### src/rtl/logicnets_pkg.sv
// Shared types and constants for the LogicNets layer-0 input packer.
package logicnets_pkg;

  localparam int FEAT_W_DEF   = 2;
  localparam int NUM_FEAT_DEF = 32;
  localparam int OUT_W_DEF    = FEAT_W_DEF * NUM_FEAT_DEF;
  localparam int CNT_W_DEF    = $clog2(NUM_FEAT_DEF);

  typedef logic [OUT_W_DEF-1:0] frame_t;

  typedef enum logic {
    FILL      = 1'b0,
    FULL_WAIT = 1'b1
  } fill_state_t;

  // Counter width able to index n distinct values, never narrower than 1 bit.
  function automatic int cnt_width(input int n);
    return (n < 2) ? 1 : $clog2(n);
  endfunction

endpackage

### src/rtl/logicnets_frame_buf.sv
// Output frame register with valid/ready hold: data stays stable until taken.
module logicnets_frame_buf #(
  parameter int OUT_W = 64
) (
  input  logic             clk,
  input  logic             rst,
  input  logic             in_valid,
  input  logic [OUT_W-1:0] in_data,
  input  logic             in_err,
  output logic             in_ready,
  output logic             m_valid,
  input  logic             m_ready,
  output logic [OUT_W-1:0] m_data,
  output logic             m_err
);

  // Reload in the same cycle the current frame leaves, so frames go back-to-back.
  assign in_ready = !m_valid || m_ready;

  always_ff @(posedge clk) begin
    if (rst) begin
      m_valid <= 1'b0;
      m_data  <= '0;
      m_err   <= 1'b0;
    end else if (in_valid && in_ready) begin
      m_valid <= 1'b1;
      m_data  <= in_data;
      m_err   <= in_err;
    end else if (m_ready) begin
      m_valid <= 1'b0;
    end
  end

endmodule

### src/rtl/logicnets_input_packer.sv
// Packs a valid/ready feature stream into double-buffered frames for the LUT network.
// Optional partial-frame flush on idle is enabled by defining FRAME_TIMEOUT_EN.
module logicnets_input_packer
  import logicnets_pkg::*;
#(
  parameter int FEAT_W      = FEAT_W_DEF,
  parameter int NUM_FEAT    = NUM_FEAT_DEF,
  parameter int OUT_W       = FEAT_W * NUM_FEAT,
  parameter int TIMEOUT_CYC = 64
) (
  input  logic              clk,
  input  logic              rst,
  input  logic              s_valid,
  output logic              s_ready,
  input  logic [FEAT_W-1:0] s_data,
  input  logic              s_last,
  output logic              m_valid,
  input  logic              m_ready,
  output logic [OUT_W-1:0]  m_data,
  output logic              m_err
);

  localparam int CNT_W = cnt_width(NUM_FEAT);

  fill_state_t       state;
  logic [CNT_W-1:0]  cnt;
  logic [OUT_W-1:0]  fill_buf;
  logic              pend_err;

  logic              beat;
  logic              last_slot;
  logic              timeout_close;
  logic              close;
  logic              close_err;
  logic [OUT_W-1:0]  write_data;
  logic [OUT_W-1:0]  close_data;

  logic              buf_valid;
  logic              buf_ready;
  logic              buf_err;
  logic [OUT_W-1:0]  buf_data;

  assign s_ready   = (state == FILL);
  assign beat      = s_valid && s_ready;
  assign last_slot = (cnt == CNT_W'(NUM_FEAT - 1));

  always_comb begin
    write_data = fill_buf;
    write_data[int'(cnt)*FEAT_W +: FEAT_W] = s_data;
    close      = (beat && (last_slot || s_last)) || timeout_close;
    // Any frame not ending exactly on the last slot with s_last is malformed.
    close_err  = timeout_close || !(last_slot && s_last);
    close_data = beat ? write_data : fill_buf;
    buf_valid  = (state == FULL_WAIT) || close;
    buf_data   = (state == FULL_WAIT) ? fill_buf : close_data;
    buf_err    = (state == FULL_WAIT) ? pend_err : close_err;
  end

`ifdef FRAME_TIMEOUT_EN
  localparam int IDLE_W = cnt_width(TIMEOUT_CYC + 1);

  logic [IDLE_W-1:0] idle_cnt;

  assign timeout_close = (state == FILL) && (cnt != '0) && !beat &&
                         (idle_cnt == IDLE_W'(TIMEOUT_CYC - 1));

  always_ff @(posedge clk) begin
    if (rst) begin
      idle_cnt <= '0;
    end else if (beat || (cnt == '0) || (state != FILL) || timeout_close) begin
      idle_cnt <= '0;
    end else begin
      idle_cnt <= idle_cnt + 1'b1;
    end
  end
`else
  assign timeout_close = 1'b0;
`endif

  // A closed frame that cannot enter the busy output register parks in fill_buf.
  always_ff @(posedge clk) begin
    if (rst) begin
      state    <= FILL;
      cnt      <= '0;
      fill_buf <= '0;
      pend_err <= 1'b0;
    end else begin
      case (state)
        FILL: begin
          if (close) begin
            cnt <= '0;
            if (buf_ready) begin
              fill_buf <= '0;
            end else begin
              fill_buf <= close_data;
              pend_err <= close_err;
              state    <= FULL_WAIT;
            end
          end else if (beat) begin
            fill_buf <= write_data;
            cnt      <= cnt + 1'b1;
          end
        end
        FULL_WAIT: begin
          if (buf_ready) begin
            fill_buf <= '0;
            state    <= FILL;
          end
        end
        default: state <= FILL;
      endcase
    end
  end

  logicnets_frame_buf #(
    .OUT_W (OUT_W)
  ) u_frame_buf (
    .clk      (clk),
    .rst      (rst),
    .in_valid (buf_valid),
    .in_data  (buf_data),
    .in_err   (buf_err),
    .in_ready (buf_ready),
    .m_valid  (m_valid),
    .m_ready  (m_ready),
    .m_data   (m_data),
    .m_err    (m_err)
  );

endmodule
### config.mk
export PLATFORM = sky130hd
export DESIGN_NAME = logicnets_input_packer
export DESIGN_NICKNAME = d
export VERILOG_FILES = /design/src/rtl/logicnets_pkg.sv /design/src/rtl/logicnets_frame_buf.sv /design/src/rtl/logicnets_input_packer.sv
export SDC_FILE = /design/constraint.sdc
export NUM_CORES = 1
export LEC_CHECK = 0
export CORE_AREA = 2 2 165 167
export DETAILED_ROUTE_END_ITERATION = 8
export DIE_AREA = 0 0 167 169
export HOLD_SLACK_MARGIN = 0.12
export SETUP_SLACK_MARGIN = 0.2
export SLEW_MARGIN = 20
export SYNTH_ARGS = -nofsm -noshare
export SYNTH_HDL_FRONTEND = slang
export SYNTH_SLANG_ARGS = --single-unit
### constraint.sdc
create_clock -name clk -period 9.1 [get_ports clk]
set_input_delay 0.91 -clock clk [delete_from_list [all_inputs] [get_ports clk]]
set_output_delay 0.91 -clock clk [all_outputs]
set_load 0.05 [all_outputs]
==> impl_metrics.toml <==
[status]
status = "finished clean"

[pwr]
intPower_uw = 1100
sw_frac_of_total_pct = 26.2
leakage_uw = 0.00257
fin_total_pwr_uw = 1490
powerDensity_nw_per_um2 = 183
comb_power_share_pct = 11.1
p_sw_uw = 390
pwr-share-clk_pct = 47.2
peak_ir_drop_on_the_vdd_network_uv = 119
power.share.sequential_pct = 41.7

[global_routing]
grt_max_degree = 82
grt_first_pass_wirelength_um = 33100
antenna_found_initial = 0
grt_util_all_layers_pct = 15.0
first_global_vias = 5761
grt.overflow.total = 0

[critical_path]
crit_path_max_fanout = 23
worst_path_most_repeated_cell = "sky130_fd_sc_hd__ha_1"
cp-end-kind = "flop"
timing.critical_path.slowest_cell_delay_ns = 0.76
crit_type = "flop to flop"
cp.arrival_ns = 4.09
critPathRequiredTime_ns = 9.41
setup.worst_path.start_class = "flop"
cp_cell_sequence = "inv_1, ha_1, nand2b_1, nor2_1, ha_1, buf_4, or3_1, nor3_2, o21ai_0, a22o_1"
crit_slowest_cell = "sky130_fd_sc_hd__dfxtp_1"

[yosys]
synth_seq_cells = 137
postSynth.topFlopCell = "sky130_fd_sc_hd__dfxtp_1"
synth_top_cell_area_share_pct = 41.8
yosys.cell_types.count = 62
synth_area_leader_cell = "sky130_fd_sc_hd__dfxtp_1"
asr_flop_ratio_synth_pct = 0
synth.yosys.seq_area_share_pct = 41.8
mapped_avg_cell_area_um2 = 8.90
synthesis.yosys.warnings = 0
syn_inst = 737
synth_nets = 748
ys_top_cells_by_area = "sky130_fd_sc_hd__dfxtp_1 (42%), sky130_fd_sc_hd__mux2i_1 (4.6%), sky130_fd_sc_hd__a22o_1 (4.3%), sky130_fd_sc_hd__nor2_1 (4.1%), sky130_fd_sc_hd__a211oi_1 (3.8%)"
synth.cell_area_um2 = 6560
synth_edf_count = 0

[layout]
num_antenna_cells = 0
area.growth.synth_to_final_pct = 24.1
nNetsFinal = 790
final_area_um2 = 8140
final.fill_count = 2792
postLayoutCoreUtil_pct = 30.7
fraction_of_layout_instances_using_a_drive_strength_above_1_pct = 7.83

[sta]
worst_slew_slack_as_a_fraction_of_its_limit_pct = 35.8
finalSetupViolations = 0
fmax_mhz = 265
timing.setup.tns_ns = 0
timing.final.crit_share_pct = 41.5
finalHoldViolations = 0
slew_viol_final = 0
setup_repair_after_global_routing_missed_its_margin = "no"
tightest_slew_ns = 0.959
min_clock_period_post_route_ns = 3.78
clock_skew_ns = 0.0138

[clocking]
hold_buffers = 0
ctsRootBufferMaster = "sky130_fd_sc_hd__clkbuf_16"
number_of_h_tree_branching_levels = 4
cts_made_buffers = 17
insertion_delay_ns = 0.43
ctsLongestPathBuffers = 2
post_cts.repair.setup_buffers = 0
clkTransAtPathRegs_ns = 0.07
cts_num_sinks = 137
tritoncts_clock_tree = "done"
ctsResizeCount = 0

[min_path]
worstHoldPathType = "flop to flop"

[placed_design]
hpwl_um = 15100
buffer_ports.inserted = 73
place_congestion = 0.923
dpl_cell_area_um2 = 7540

[detailed_routing]
firstDrtPassIters = 5
dr.first_iter.drc_count = 389
wire_per_inst_um = 18.8
ant_nets = 0
avgViaCountPerCell = 5.25
wl_final_um = 21300
vias = 5951
route.detailed.drc = 0

[floorplanning]
start_util_pct = 24.7
die-area_um2 = 28200
floorplan.core_area_um2 = 26500
die_w_um = 167
std_cell_rows = 60
die_height_um = 169
design.portCount = 74

[job]
max_cap_violations = 0
==> routing by layer <==
| metal | up-vias | track usage (%) | wire, um |
|---|---|---|---|
| met1 | 2859 | 19.2 | 9550 |
| li1 | 2874 | - | - |
| met2 | 176 | 23.9 | 9850 |
| met4 | 0 | 7.08 | 771 |
| met3 | 42 | 3.46 | 1120 |
| met5 | - | 0 | 0 |
==> power groups by stage <==
stage	Combinational, uW	Sequential [uW]	Clock (uW)
2_1_floorplan	77.7	668	0
3_3_place_gp	164	633	0
3_5_place_dp	165	634	0
4_1_cts	165	620	716
5_1_grt	177	622	741
6_report	165	620	702
==> sequential cells by signal, summed over array words and instances, names as in the netlist <==
| name | flops |
|---|---|
| pend_err | 1 |
| cnt | 5 |
| u_frame_buf.m_err | 1 |
| u_frame_buf.m_valid | 1 |
| state | 1 |
| fill_buf | 64 |
| u_frame_buf.m_data | 64 |
==> cells by family after synthesis <==
kind of cell	Yosys count	synth area share [%]
compound gates	212	23.7
xor+xnor	1	0.134
simple gates	283	24.1
fa+ha+maj	4	0.763
buf+inv	67	4.37
flops	137	41.8
mux	33	5.09
==> placed cells by master, fill, tap and decap left out, drive strengths merged, types with 5 or more instances in the layout <==
| cell type | instances |
|---|---|
| buf | 10 |
| mux2i | 30 |
| o21ai | 29 |
| nand2 | 56 |
| a21oi | 21 |
| and2 | 10 |
| a22oi | 15 |
| nor2b | 5 |
| nor4b | 5 |
| a211oi | 33 |
| nand2b | 7 |
| o2bb2ai | 15 |
| dfxtp | 137 |
| a32o | 10 |
| inv | 8 |
| nand3 | 34 |
| a31oi | 18 |
| nand4 | 8 |
| a41oi | 7 |
| clkdlybuf4s50 | 72 |
| nor4 | 14 |
| nand3b | 14 |
| or3 | 7 |
| a22o | 32 |
| nor2 | 71 |
| clkbuf | 22 |
| and3 | 7 |
| o21a | 6 |
| a21o | 6 |
| nor3 | 30 |
==> worst max-delay path: cells and delay by family (launching register included) <==
family,cells,cell delay (ns)
simple gates,4,1.04
buf+inv,2,0.55
compound gates,2,0.48
fa+ha+maj,2,0.82
flops,1,0.76
==> path summary, 6_finish.rpt <==
| check | from | end | slack (ns) | cells past startpoint |
|---|---|---|---|---|
| hold / removal | fill_buf[7] | fill_buf[7] | 0.45 | 2 |
| hold reg to reg | fill_buf[7] | fill_buf[7] | 0.45 | 2 |
| setup / recovery | cnt[0] | fill_buf[48] | 5.32 | 10 |
| setup reg to reg | cnt[0] | fill_buf[48] | 5.32 | 10 |
==> stage by stage <==
step / instances / setup slack (ns) / hold WS (ns)
floorplan: 737 / 6.15 / 0.429
global placement: 1101 / 5.20 / 0.441
detailed placement: 1101 / 4.98 / 0.444
CTS: 1133 / 5.39 / 0.454
global route: 1133 / 5.04 / 0.482
finish: 1133 / 5.32 / 0.453
==> synth_stat cells, types with 18 or more instances <==
master,number
sky130_fd_sc_hd__nor3_1,25
sky130_fd_sc_hd__a211oi_1,33
sky130_fd_sc_hd__a21oi_1,21
sky130_fd_sc_hd__dfxtp_1,137
sky130_fd_sc_hd__a31oi_1,18
sky130_fd_sc_hd__clkbuf_1,43
sky130_fd_sc_hd__o21ai_0,28
sky130_fd_sc_hd__a22o_1,32
sky130_fd_sc_hd__mux2i_1,30
sky130_fd_sc_hd__nand3_1,34
sky130_fd_sc_hd__nor2_1,71
sky130_fd_sc_hd__nand2_1,56
==> cell type report <==
type / count / area, um2 / area share [%]
Timing Repair Buffer: 82 / 793 / 9.75
Clock buffer: 22 / 454 / 5.58
Multi-Input combinational cell: 533 / 3550 / 43.6
Tap cell: 341 / 427 / 5.24
Inverter: 8 / 30.0 / 0.369
Clock inverter: 10 / 144 / 1.77
Sequential cell: 137 / 2740 / 33.7
(Power assumes the default switching activity.)
